File: config.mk
export PLATFORM = sky130hd
export DESIGN_NAME = rr_job_scheduler
export DESIGN_NICKNAME = d
export VERILOG_FILES = /design/src/rtl/rr_sched_pkg.sv /design/src/rtl/rr_pick.sv /design/src/rtl/rr_job_scheduler.sv
export SDC_FILE = /design/constraint.sdc
export NUM_CORES = 1
export LEC_CHECK = 0
export CAP_MARGIN = 20
export CORE_MARGIN = 2
export CORE_UTILIZATION = 44
export DETAILED_ROUTE_END_ITERATION = 10
export HOLD_SLACK_MARGIN = 0.05
export PLACE_DENSITY = 0.73
export SLEW_MARGIN = 5
export SYNTH_ARGS = -nofsm -noshare
export SYNTH_HDL_FRONTEND = slang
export SYNTH_SLANG_ARGS = --single-unit
File: constraint.sdc
create_clock -name clk -period 3.57 [get_ports clk]
set_clock_uncertainty 0.15 [all_clocks]
set_input_delay 1.071 -clock clk [delete_from_list [all_inputs] [get_ports clk]]
set_output_delay 1.071 -clock clk [all_outputs]
set_load 0.05 [all_outputs]
File: src/rtl/rr_sched_pkg.sv
// Shared types and constants for the round-robin job scheduler.
package rr_sched_pkg;
  typedef enum logic [1:0] {
    IDLE  = 2'd0,
    RUN   = 2'd1,
    DRAIN = 2'd2,
    DONE  = 2'd3
  } sched_state_t;

  // A latched job length of zero still runs the engine for one cycle.
  localparam int ZERO_LEN_SUB = 1;
endpackage

File: src/rtl/rr_pick.sv
// Combinational round-robin picker: first set request strictly after `last`, with wrap-around.
module rr_pick #(
  parameter int NUM_REQ = 4,
  parameter int IDX_W   = (NUM_REQ > 1) ? $clog2(NUM_REQ) : 1
) (
  input  logic [NUM_REQ-1:0] req,
  input  logic [IDX_W-1:0]   last,
  output logic [NUM_REQ-1:0] sel,
  output logic [IDX_W-1:0]   idx,
  output logic               valid
);
  logic [IDX_W-1:0] cand;

  always_comb begin
    sel   = '0;
    idx   = '0;
    valid = 1'b0;
    cand  = '0;
    for (int k = 1; k <= NUM_REQ; k++) begin
      cand = IDX_W'((int'(last) + k) % NUM_REQ);
      if (!valid && req[cand]) begin
        valid     = 1'b1;
        idx       = cand;
        sel[cand] = 1'b1;
      end
    end
  end
endmodule

File: src/rtl/rr_job_scheduler.sv
// Round-robin scheduler sharing one sequencing engine among NUM_REQ requesters.
// Optional DRAIN watchdog with sticky err is enabled by defining RR_SCHED_WATCHDOG_EN.
module rr_job_scheduler
  import rr_sched_pkg::*;
#(
  parameter int NUM_REQ   = 4,
  parameter int LEN_W     = 4,
  parameter int DRAIN_MAX = 8
) (
  input  logic                     clk,
  input  logic                     reset,
  input  logic [NUM_REQ-1:0]       req,
  input  logic [NUM_REQ*LEN_W-1:0] job_len,
  output logic [NUM_REQ-1:0]       gnt,
  output logic [NUM_REQ-1:0]       done,
  output logic                     eng_in,
  input  logic                     eng_out,
  output logic                     busy,
  output logic                     err
);
  localparam int IDX_W = $clog2(NUM_REQ);

  sched_state_t       state_reg, state_next;
  logic [LEN_W-1:0]   cnt_reg;
  logic [NUM_REQ-1:0] gnt_reg, done_reg;
  logic [IDX_W-1:0]   last_reg, cur_reg;
  logic [LEN_W-1:0]   len_arr [NUM_REQ];
  logic [LEN_W-1:0]   eff_len;
  logic [NUM_REQ-1:0] pick_sel;
  logic [IDX_W-1:0]   pick_idx;
  logic               pick_valid;
  logic               wd_expire;

  for (genvar gi = 0; gi < NUM_REQ; gi++) begin : g_len
    assign len_arr[gi] = job_len[gi*LEN_W +: LEN_W];
  end

  rr_pick #(.NUM_REQ(NUM_REQ), .IDX_W(IDX_W)) u_pick (
    .req   (req),
    .last  (last_reg),
    .sel   (pick_sel),
    .idx   (pick_idx),
    .valid (pick_valid)
  );

  assign eff_len = (len_arr[pick_idx] == '0) ? LEN_W'(ZERO_LEN_SUB) : len_arr[pick_idx];

`ifdef RR_SCHED_WATCHDOG_EN
  localparam int WD_W = $clog2(DRAIN_MAX + 1);
  logic [WD_W-1:0] wd_cnt_reg;
  logic            err_reg;

  assign wd_expire = (state_reg == DRAIN) && eng_out && (wd_cnt_reg == WD_W'(DRAIN_MAX - 1));

  always_ff @(posedge clk or posedge reset) begin
    if (reset) begin
      wd_cnt_reg <= '0;
      err_reg    <= 1'b0;
    end else begin
      wd_cnt_reg <= (state_reg == DRAIN) ? wd_cnt_reg + 1'b1 : '0;
      if (wd_expire) err_reg <= 1'b1;
    end
  end
  assign err = err_reg;
`else
  assign wd_expire = 1'b0;
  // Only an illegal (non-positive) watchdog limit could ever raise err here.
  assign err = (DRAIN_MAX < 1);
`endif

  always_comb begin
    state_next = state_reg;
    case (state_reg)
      IDLE:    if (pick_valid) state_next = RUN;
      RUN:     if (cnt_reg == LEN_W'(1)) state_next = DRAIN;
      DRAIN:   if (!eng_out || wd_expire) state_next = DONE;
      DONE:    state_next = IDLE;
      default: state_next = IDLE;
    endcase
  end

  always_ff @(posedge clk or posedge reset) begin
    if (reset) begin
      state_reg <= IDLE;
      cnt_reg   <= '0;
      gnt_reg   <= '0;
      done_reg  <= '0;
      cur_reg   <= '0;
      last_reg  <= IDX_W'(NUM_REQ - 1);
    end else begin
      state_reg <= state_next;
      done_reg  <= '0;
      case (state_reg)
        IDLE: if (pick_valid) begin
          gnt_reg <= pick_sel;
          cur_reg <= pick_idx;
          cnt_reg <= eff_len;
        end
        RUN: cnt_reg <= cnt_reg - 1'b1;
        // Release the grant and pulse done on the same edge that enters DONE.
        DRAIN: if (state_next == DONE) begin
          gnt_reg  <= '0;
          done_reg <= gnt_reg;
          last_reg <= cur_reg;
        end
        default: ;
      endcase
    end
  end

  assign gnt    = gnt_reg;
  assign done   = done_reg;
  assign eng_in = (state_reg == RUN);
  assign busy   = (state_reg != IDLE);
endmodule

### After elaboration in Yosys (flattened, before gate mapping)

Index checks and enable logic that the tools add are counted.

* flip-flop bits (word level): 18
* output and inout port bits: 11
* word-level logic and storage cells: 93

* $add $sub $neg: 5
* order comparisons: 9
* equality and inequality tests: 7
* muxes and demuxes: 43
* bitwise operators: 4
* reductions and logical operators: 19

Operators by type and width (count)
* 4-bit 2-to-1 mux: 12
* 4-bit case mux with 2 select lines: 2
* 2-bit 2-to-1 mux: 7
* 2-bit by 3-bit less-than comparator with 1-bit output (second input constant): 4
* 1-bit 2-to-1 mux: 12
* 4-bit bitwise OR: 3
* 1-bit binary-select mux with 2-bit select: 4
* 4-bit binary-select mux with 2-bit select: 1
* 1-bit demux with 2-bit select: 4
* 2-bit by 1-bit >= comparator with 1-bit output (second input constant): 4
* 2-bit case mux with 4 select lines: 1
* 1-bit logical AND: 7
* 2-bit equality test (second input constant): 3
* 2-bit AND reduction: 3
* 2-bit nonzero test: 3
* 2-bit by 1-bit adder with 2-bit output (second input constant): 2
* 2-bit adder (second input constant): 2
* 4-bit by 1-bit equality test with 1-bit output (second input constant): 1
* 4-bit zero test: 1
* 2-bit inequality test (second input constant): 2
* 4-bit by 1-bit subtractor with 4-bit output (second input constant): 1
* 3-bit >= comparator (second input constant): 1
* 1-bit zero test: 3
* 2-bit inverter with 3-bit output: 1
* other kinds (3): 3

### Logic depth before layout (Yosys ltp)

Gate-level depths: netlist of run 1.

* depth in word-level cells: 21
* gate-level depth with buffers: 11
* mapped depth without buffers: 9

### Cells and area by module

Synthesis of run 1 repeated with hierarchy kept, for this count alone.

* cell total of the unflattened synthesis: 138
* area, all modules: 1427.6 µm²

By module, submodules not included
* rr_job_scheduler: times used 1, cells an instance 70, area an instance 902.1 µm²
* rr_pick: times used 1, cells an instance 68, area an instance 525.5 µm²

### Worst setup path before layout of run 1

Ideal clock, no wire load.

* path kind: reg2reg
* start: register last_reg[0]
* end: register cnt_reg[0]
* library setup time: 0.082 ns
* arrival: 3.565 ns
* path slack: -0.227 ns
* cell stages (with the launch flop): 11
* buffers on the path: 2
* clock period less this slack: 3.797 ns
* path through: dfstp_2 -> buf_4 -> inv_2 -> ha_1 -> mux4_2 -> buf_6 -> or3_4 -> o211ai_4 -> mux4_2 -> or3_1 -> a31oi_1

* cells in the longest elaborated chain, start to end: 21

RTL lines
* start, declared: line rr_job_scheduler.sv:26 `logic [IDX_W-1:0] last_reg, cur_reg;`
* start signal, assigned: line rr_job_scheduler.sv:89 `last_reg <= IDX_W'(NUM_REQ - 1);`
* start signal, assigned: line rr_job_scheduler.sv:104 `last_reg <= cur_reg;`
* 2-bit by 1-bit adder with 2-bit output: line rr_pick.sv:20 `cand = IDX_W'((int'(last) + k) % NUM_REQ);`
* 1-bit binary-select mux with 2-bit select: line rr_pick.sv:21 `if (!valid && req[cand]) begin`
* 1-bit 2-to-1 mux (not written as such): line rr_pick.sv:21
* 1-bit 2-to-1 mux: line rr_pick.sv:21
* 1-bit zero test: line rr_pick.sv:21
* 1-bit logical AND: line rr_pick.sv:21
* 1-bit 2-to-1 mux: line rr_pick.sv:21
* 1-bit zero test: line rr_pick.sv:21
* [... 4 more ...]
* 2-bit 2-to-1 mux: line rr_pick.sv:21
* 2-bit inverter with 3-bit output (not written as such): line rr_job_scheduler.sv:46 `assign eff_len = (len_arr[pick_idx] == '0) ? LEN_W'(ZERO_LEN_SUB) : len_arr[pick_idx];`
* 4-bit binary-select mux with 2-bit select: line rr_job_scheduler.sv:46
* 4-bit 2-to-1 mux (not written as such) (2 in series): line rr_job_scheduler.sv:46
* 4-bit zero test: line rr_job_scheduler.sv:46
* 4-bit 2-to-1 mux: line rr_job_scheduler.sv:46
* 4-bit 2-to-1 mux: line rr_job_scheduler.sv:94 `IDLE: if (pick_valid) begin`
* 4-bit case mux with 2 select lines: line rr_job_scheduler.sv:93 `case (state_reg)`
* end signal, assigned: line rr_job_scheduler.sv:97 `cnt_reg <= eff_len;`
* end signal, assigned: line rr_job_scheduler.sv:99 `RUN: cnt_reg <= cnt_reg - 1'b1;`
* end, declared: line rr_job_scheduler.sv:24 `logic [LEN_W-1:0] cnt_reg;`

Several ways; a longest one is shown, not always the timed one. The select of a mux whose other input is x is not followed.
A chain may end at the register's enable or synchronous reset.

### Final worst setup path of run 1

Same ends and word-level chain as after synthesis.

==> results.md, run 1 <==
- Top cell by count, worst path: mux4_2
- Top delay family on crit path: multiplexers
- Grt ovf: 0
- Synth warn: 0
- Clk root buf: clkbuf_4
- 1st-iter DRT viols: 40
- Period utilization: 95.6%
- Num CTS Buffers: 3
- Power per cell area: 952 nW/µm²
- Count leader, synth: dfrtp_1
- CP max FO: 7
- Async S/R FF share, synth: 100%
- VDD IR max: 0.477 mV
- HPWL after DPL: 2360 µm
- Max cap viols: 0
- Outcome: completed
- Post-layout net count: 224
- Area growth from synthesis to layout: 35.4%
- Via count: 1221
- Final RePlAce weighted congestion: 0.710
- Post-synth top area cell: dfrtp_1
- Htree depth: 1
- Worst-skew pair later-pin latency: 0.29 ns
- Leak: 0.825 nW
- Synth top area cells: dfrtp_1 29%, ha_1 8.9%, mux4_2 6.4%
- Hold Crit Class: reg2reg
- Least-Margin Pin Slew: 0.650 ns
- Buf+Inv Stages, Crit Path: 1
- CTS clock-pin slew for the worst setup and hold paths: 0.10 ns
- F_max: 0.293 GHz
- Post-synthesis cell count: 140
- Worst-path cell chain: inv_2, ha_4, mux4_2, or3_4, o211ai_4, mux4_2, or3_1, a31oi_1
- Io pins: 34
- Post-synth EDFFs: 0
- Crit path DAT: 3.49 ns
- Syn avg cell area: 10.0 µm²
- Clock Tree Buf Depth: 2
- Yosys top cell area share: 28.6%
- Netlist cell types: 44
- Inst Count DP: 225
- Critical path endpoint category: flip-flop
- Setup-failing EPs final: 0
- Average routed wire per standard cell: 13.0 µm
- Sum Neg Setup Slack: 0 ns
- Largest net degree at the start of global routing: 19
- Starting Density: 45.9%
- CP Class: reg2reg
- Crit path launch type: flip-flop
- Pre-antenna DRT Iters: 4
- Main synth FF type: dfrtp_1
- Vias per cell: 5.22
- Diode count: 0
- Number of global-route vias before repair: 1197
- Crit path max-delay cell type: dfstp_2
- Share of layout cells above drive strength 1: 25.3%
- Die Width: 60.4 µm
- Post-route ant nets: 0
- Core Box Area: 3050 µm²
- Total track usage: 18.7%
- Fillers: 285
- Initial antenna violation count: 0
- Fin cells: 234
- CTS sink cnt: 18
- CP max stage delay: 0.56 ns
- Slew HR: 56.6%
- Die area: 3650 µm²
- First-pass GRT wire length: 5090 µm
- Slew Viols, Final: 0
- DRC: 0
- # port buffers: 32
- CTS tree: done
- Post-synth design cell area: 1400 µm²
- Synth Net Count: 173
- Synthesized flop and latch total: 18
- DIE HEIGHT: 60.4 µm
- Sequential area share after synthesis: 32.3%
- Commonest cells in the netlist: 16 x dfrtp_1, 12 x nand2_1, 11 x nor2_1
- Min cycle time layout: 3.41 ns
- Worst EP required: 3.65 ns
- Routed wire length: 3040 µm
- Fin. Hold Viols: 0
- Hold_buf cts: 0
- Row Count: 20
## worst reg2reg max path: stages (launching register included)
cell and delay [ns]:
dfstp_2 0.56, inv_2 0.09, ha_4 0.29, mux4_2 0.51, or3_4 0.42, o211ai_4 0.26
mux4_2 0.55, or3_1 0.38, a31oi_1 0.15
## per-stage QoR
| stage | instance area [µm²] | util, % | power [W] | hold WS [ns] | worst slack (ns) |
|---|---|---|---|---|---|
| after detailed placement | 1850 | 60.7 | 0.00162 | 0.317 | -0.502 |
| after global placement | 1850 | 60.7 | 0.00158 | 0.312 | -0.415 |
| after global routing | 1900 | 62.2 | 0.00196 | 0.376 | -0.000685 |
| after floorplan | 1420 | - | 0.00126 | 0.296 | -0.104 |
| final | 1900 | 62.2 | 0.00181 | 0.337 | 0.157 |
| after CTS | 1900 | 62.3 | 0.00178 | 0.343 | 0.0538 |
## cells in the final DEF, fill, tap and decap left out, drive strengths merged, types with 6 or more instances in the layout
master	netlist	layout
buf	6	21
clkdlybuf4s50	0	28
inv	8	8
ha	10	10
mux4	7	7
o21ai	13	13
nor2	11	11
nand3	6	6
nand2	12	12
clkbuf	1	8
dfrtp	16	16
## logic make-up (layout without fill, tap and decap cells)
kind of cell | Yosys count | in the layout | share of synthesized area (%)
buffers and inverters | 17 | 67 | 6.78
adders and majority gates | 10 | 10 | 8.93
other | 1 | 1 | 0.268
muxes | 11 | 11 | 15.0
AOI/OAI and AO/OA | 35 | 35 | 18.5
DFF | 18 | 18 | 32.3
and+or+nand+nor | 47 | 47 | 17.6
xor gates and xnor gates | 1 | 1 | 0.625
## report_power, final
| group | switching (W) | leakage (nW) | internal [W] |
|---|---|---|---|
| clock network | 0.0000625 | 0.0210 | 0.0000622 |
| logic | 0.000674 | 0.579 | 0.000663 |
| registers | 0.0000557 | 0.226 | 0.000289 |
## layout make-up
class                           instances  area [µm²]  share of cell area [%]
Multi-Input combinational cell        105         858                    45.2
Timing Repair Buffer                   53         458                    24.1
Sequential cell                        18         453                    23.9
Tap cell                               44        55.1                    2.90
Inverter                               10        37.5                    1.98
Clock buffer                            4        36.3                    1.91
## metal layers
| layer | global-route usage [%] | wire (µm) | part of all wire (%) | up-vias |
|---|---|---|---|---|
| met5 | 0 | 0 | 0 | - |
| met4 | 8.39 | 51 | 1.7 | 0 |
| met3 | 1.28 | 87 | 2.9 | 4 |
| met2 | 35.6 | 1570 | 52 | 23 |
| met1 | 21.2 | 1330 | 44 | 586 |
| li1 | - | - | - | 608 |
## repair_timing
item | in CTS | in global routing
pin swaps | 2 | 5
setup endpoints to repair | 3 | 1
resized for setup | 5 | 9
buffers inserted | 3 | 2
## path summary, 6_finish.rpt
check / slack (ns) / start / depth (start not counted) / endpoint
worst max-delay path: 0.16 / last_reg[0]$_DFFE_PP1P_ / 8 / cnt_reg[0]$_DFFE_PP0P_
worst min-delay path: 0.34 / cur_reg[1]$_DFFE_PP0P_ / 2 / cur_reg[1]$_DFFE_PP0P_
worst max register to register: 0.16 / last_reg[0]$_DFFE_PP1P_ / 8 / cnt_reg[0]$_DFFE_PP0P_
worst min register to register: 0.34 / cur_reg[1]$_DFFE_PP0P_ / 2 / cur_reg[1]$_DFFE_PP0P_
max in group asynchronous: 1.85 / reset / 2 / cur_reg[0]$_DFFE_PP0P_
min in group asynchronous: 1.00 / reset / 2 / cnt_reg[3]$_DFFE_PP0P_
Power figures use the tool's default switching activity.
==> run 2: changes to the inputs <==
- CORE_ASPECT_RATIO: unset -> 0.5
==> run 2 against run 1 <==
  * Power increased by 2.8%
  * Die area increased by 0.75%
  * First-iteration DRC count decreased by 18%
  * Register-to-register slack got worse by 0.05 ns
  * Fmax decreased by 2.6%
  * Core utilization increased by 1.8 points
  * Critical path depth decreased by 1
  * Final area increased by 1.5%
  * Worst hold slack got worse by 0.0042 ns
  * Critical path type is now in2reg
==> results.md, run 2 (same netlist as run 1, synthesis figures left out) <==
- Outcome: completed (unchanged)
- Hold EP: cur_reg[1]$_DFFE_PP0P_ (unchanged)
- CTS clock-pin slew for the worst setup and hold paths: 0.06 ns (was 0.10 ns)
- 1st-iter DRT viols: 33 (was 40)
- Setup-failing EPs final: 0 (unchanged)
- Met3 WL: 66 µm (was 87 µm)
- CP max FO: 5 (was 7)
- Period utilization: 98.2% (was 95.6%)
- R2R cell count: 8 (unchanged)
- Reg2Reg Setup Slack: 0.11 ns (was 0.16 ns)
- Start point of the worst hold path: cur_reg[1]$_DFFE_PP0P_ (unchanged)
- DP Area: 1880 µm² (was 1850 µm²)
- Power per cell area: 964 nW/µm² (was 952 nW/µm²)
- Max cap viols: 0 (unchanged)
- Hold_buf cts: 0 (unchanged)
- RSZ-0062 raised after global routing: no
- Clock Tree Buf Depth: 2 (unchanged)
- Die area: 3680 µm² (was 3650 µm²)
- CP Class: in2reg (was reg2reg)
- Hold depth: 2 (unchanged)
- F_max: 0.285 GHz (was 0.293 GHz)
- Slew HR: 54.6% (was 56.6%)
- Htree depth: 1 (unchanged)
- Starting Density: 46.5% (was 45.9%)
- Most common cell after layout, fill and taps aside: clkdlybuf4s50_1 (unchanged)
- Vias per cell: 5.31 (was 5.22)
- Die Width: 83.8 µm (was 60.4 µm)
- Share of layout cells above drive strength 1: 26.0% (was 25.3%)
- Worst EP required: 3.58 ns (was 3.65 ns)
- Number of global-route vias before repair: 1296 (was 1197)
- Worst-skew pair later-pin latency: 0.25 ns (was 0.29 ns)
- DIE HEIGHT: 43.9 µm (was 60.4 µm)
- Worst-path cell chain: buf_2, mux4_2, or3_4, o211ai_4, mux4_2, or3_1, a31oi_1 (was inv_2, ha_4, mux4_2, or3_4, o211ai_4, mux4_2, or3_1, a31oi_1)
- VDD IR max: 0.449 mV (was 0.477 mV)
- Crit path max-delay cell type: mux4_2 (was dfstp_2)
- Routed wire length: 3320 µm (was 3040 µm)
- Io pins: 34 (unchanged)
- Diode count: 0 (unchanged)
- Most frequent cells in the layout: 28 x clkdlybuf4s50_1, 23 x buf_4, 16 x dfrtp_1 (was 28 x clkdlybuf4s50_1, 21 x buf_4, 16 x dfrtp_1)
- Fin. Hold Viols: 0 (unchanged)
- Met1 wire length: 1500 µm (was 1330 µm)
- Row Count: 14 (was 20)
- RR Startpoint: last_reg[0]$_DFFE_PP1P_ (unchanged)
- HPWL after DPL: 2590 µm (was 2360 µm)
- Average routed wire per standard cell: 14.3 µm (was 13.0 µm)
- Post-layout net count: 226 (was 224)
- Routed wl met2: 1690 µm (was 1570 µm)
- Hold Crit Class: reg2reg (unchanged)
- Least-Margin Pin Slew: 0.681 ns (was 0.650 ns)
- Post-route ant nets: 0 (unchanged)
- Final RePlAce weighted congestion: 0.730 (was 0.710)
- Num CTS Buffers: 3 (unchanged)
- Post-route cell area: 1930 µm² (was 1900 µm²)
- Top cell by count, worst path: mux4_2 (unchanged)
- FF+latch area: 453 µm² (unchanged)
- Grt ovf: 0 (unchanged)
- Area growth from synthesis to layout: 37.5% (was 35.4%)
- Worst r2r dst: cnt_reg[0]$_DFFE_PP0P_ (unchanged)
- Multi-input gate area: 858 µm² (unchanged)
- CTS sink cnt: 18 (unchanged)
- Crit path DAT: 3.51 ns (was 3.49 ns)
- Via count: 1232 (was 1221)
- First-pass GRT wire length: 5910 µm (was 5090 µm)
- Critical path endpoint category: flip-flop (unchanged)
- Buf+Inv Stages, Crit Path: 1 (unchanged)
- Pre-antenna DRT Iters: 4 (unchanged)
- Top Metal Used: met4 (unchanged)
- Core Box Area: 3010 µm² (was 3050 µm²)
- Min cycle time layout: 3.50 ns (was 3.41 ns)
- CP max stage delay: 0.55 ns (was 0.56 ns)
- CTS tree: done (unchanged)
- Largest net degree at the start of global routing: 19 (unchanged)
- Sum Neg Setup Slack: 0 ns (unchanged)
- Leak: 0.842 nW (was 0.825 nW)
- # port buffers: 32 (unchanged)
- Slew Viols, Final: 0 (unchanged)
- Fillers: 262 (was 285)
- DRC: 0 (unchanged)
- Crit path launch type: primary input (was flip-flop)
- Total track usage: 20.3% (was 18.7%)
- Clk root buf: clkbuf_8 (was clkbuf_4)
- Top delay family on crit path: multiplexers (unchanged)
- Initial antenna violation count: 0 (unchanged)
-- run 2: cell types whose count changed in the layout (fill, tap and decap cells not counted), sizes merged --
cell and delta:
buf +6, clkbuf -4
-- run 2: worst max-delay path by stage --
stage                     startpoint  slack [ns]  cells past startpoint                     end
after global placement        req[2]       -0.43                      7  cnt_reg[0]$_DFFE_PP0P_
after global routing          req[1]        0.02                      7  cnt_reg[0]$_DFFE_PP0P_
after CTS                     req[1]        0.04                      7  cnt_reg[0]$_DFFE_PP0P_
after floorplan               req[2]       -0.10                      8  cnt_reg[0]$_DFFE_PP0P_
final                         req[1]        0.07                      7  cnt_reg[0]$_DFFE_PP0P_
after detailed placement      req[2]       -0.58                      7  cnt_reg[0]$_DFFE_PP0P_
-- run 2: final cells by class --
type | count | share of cell area, %
repair buffers | 55 | 24.5
flip-flops and latches | 18 | 23.5
multi-input cells | 105 | 44.5
well taps | 40 | 2.60
clock buffers | 4 | 2.86
inverters | 10 | 1.95
-- run 2: power breakdown --
group          switching [W]  internal, W  total [W]
sequential         0.0000636     0.000290   0.000353
clock              0.0000660    0.0000978   0.000164
combinational       0.000684     0.000657    0.00134
total               0.000814      0.00104    0.00186
-- run 2: layer usage --
layer / GRT usage, % / up-vias
met2: 39.7 / 24
met3: 1.90 / 8
li1: - / 614
met4: 6.45 / 0
met5: 0 / -
met1: 24.4 / 586
-- run 2: timing repair --
item | in CTS | in global routing
setup buffers | 3 | 0
cloned | 0 | 0
gates resized for setup | 18 | 0
endpoints found under the setup margin | 4 | 1
pin swaps | 4 | 1
-- run 2: metrics by stage --
step                hold WS, ns  power [W]  utilization (%)  setup WS (ns)  instances
detailed placement        0.319    0.00163             62.3         -0.579        225
CTS                       0.334    0.00186             64.0         0.0398        232
floorplan                 0.296    0.00126                -         -0.104        140
global placement          0.317    0.00159             62.3         -0.431        225
finish                    0.333    0.00186             64.0         0.0654        232
global route              0.381    0.00202             64.0         0.0176        232
-- run 2: tightest hold or removal path: cells and delay by family (launching register included) --
family,cells,cell delay (ns)
simple gates,2,0.11
flops,1,0.34
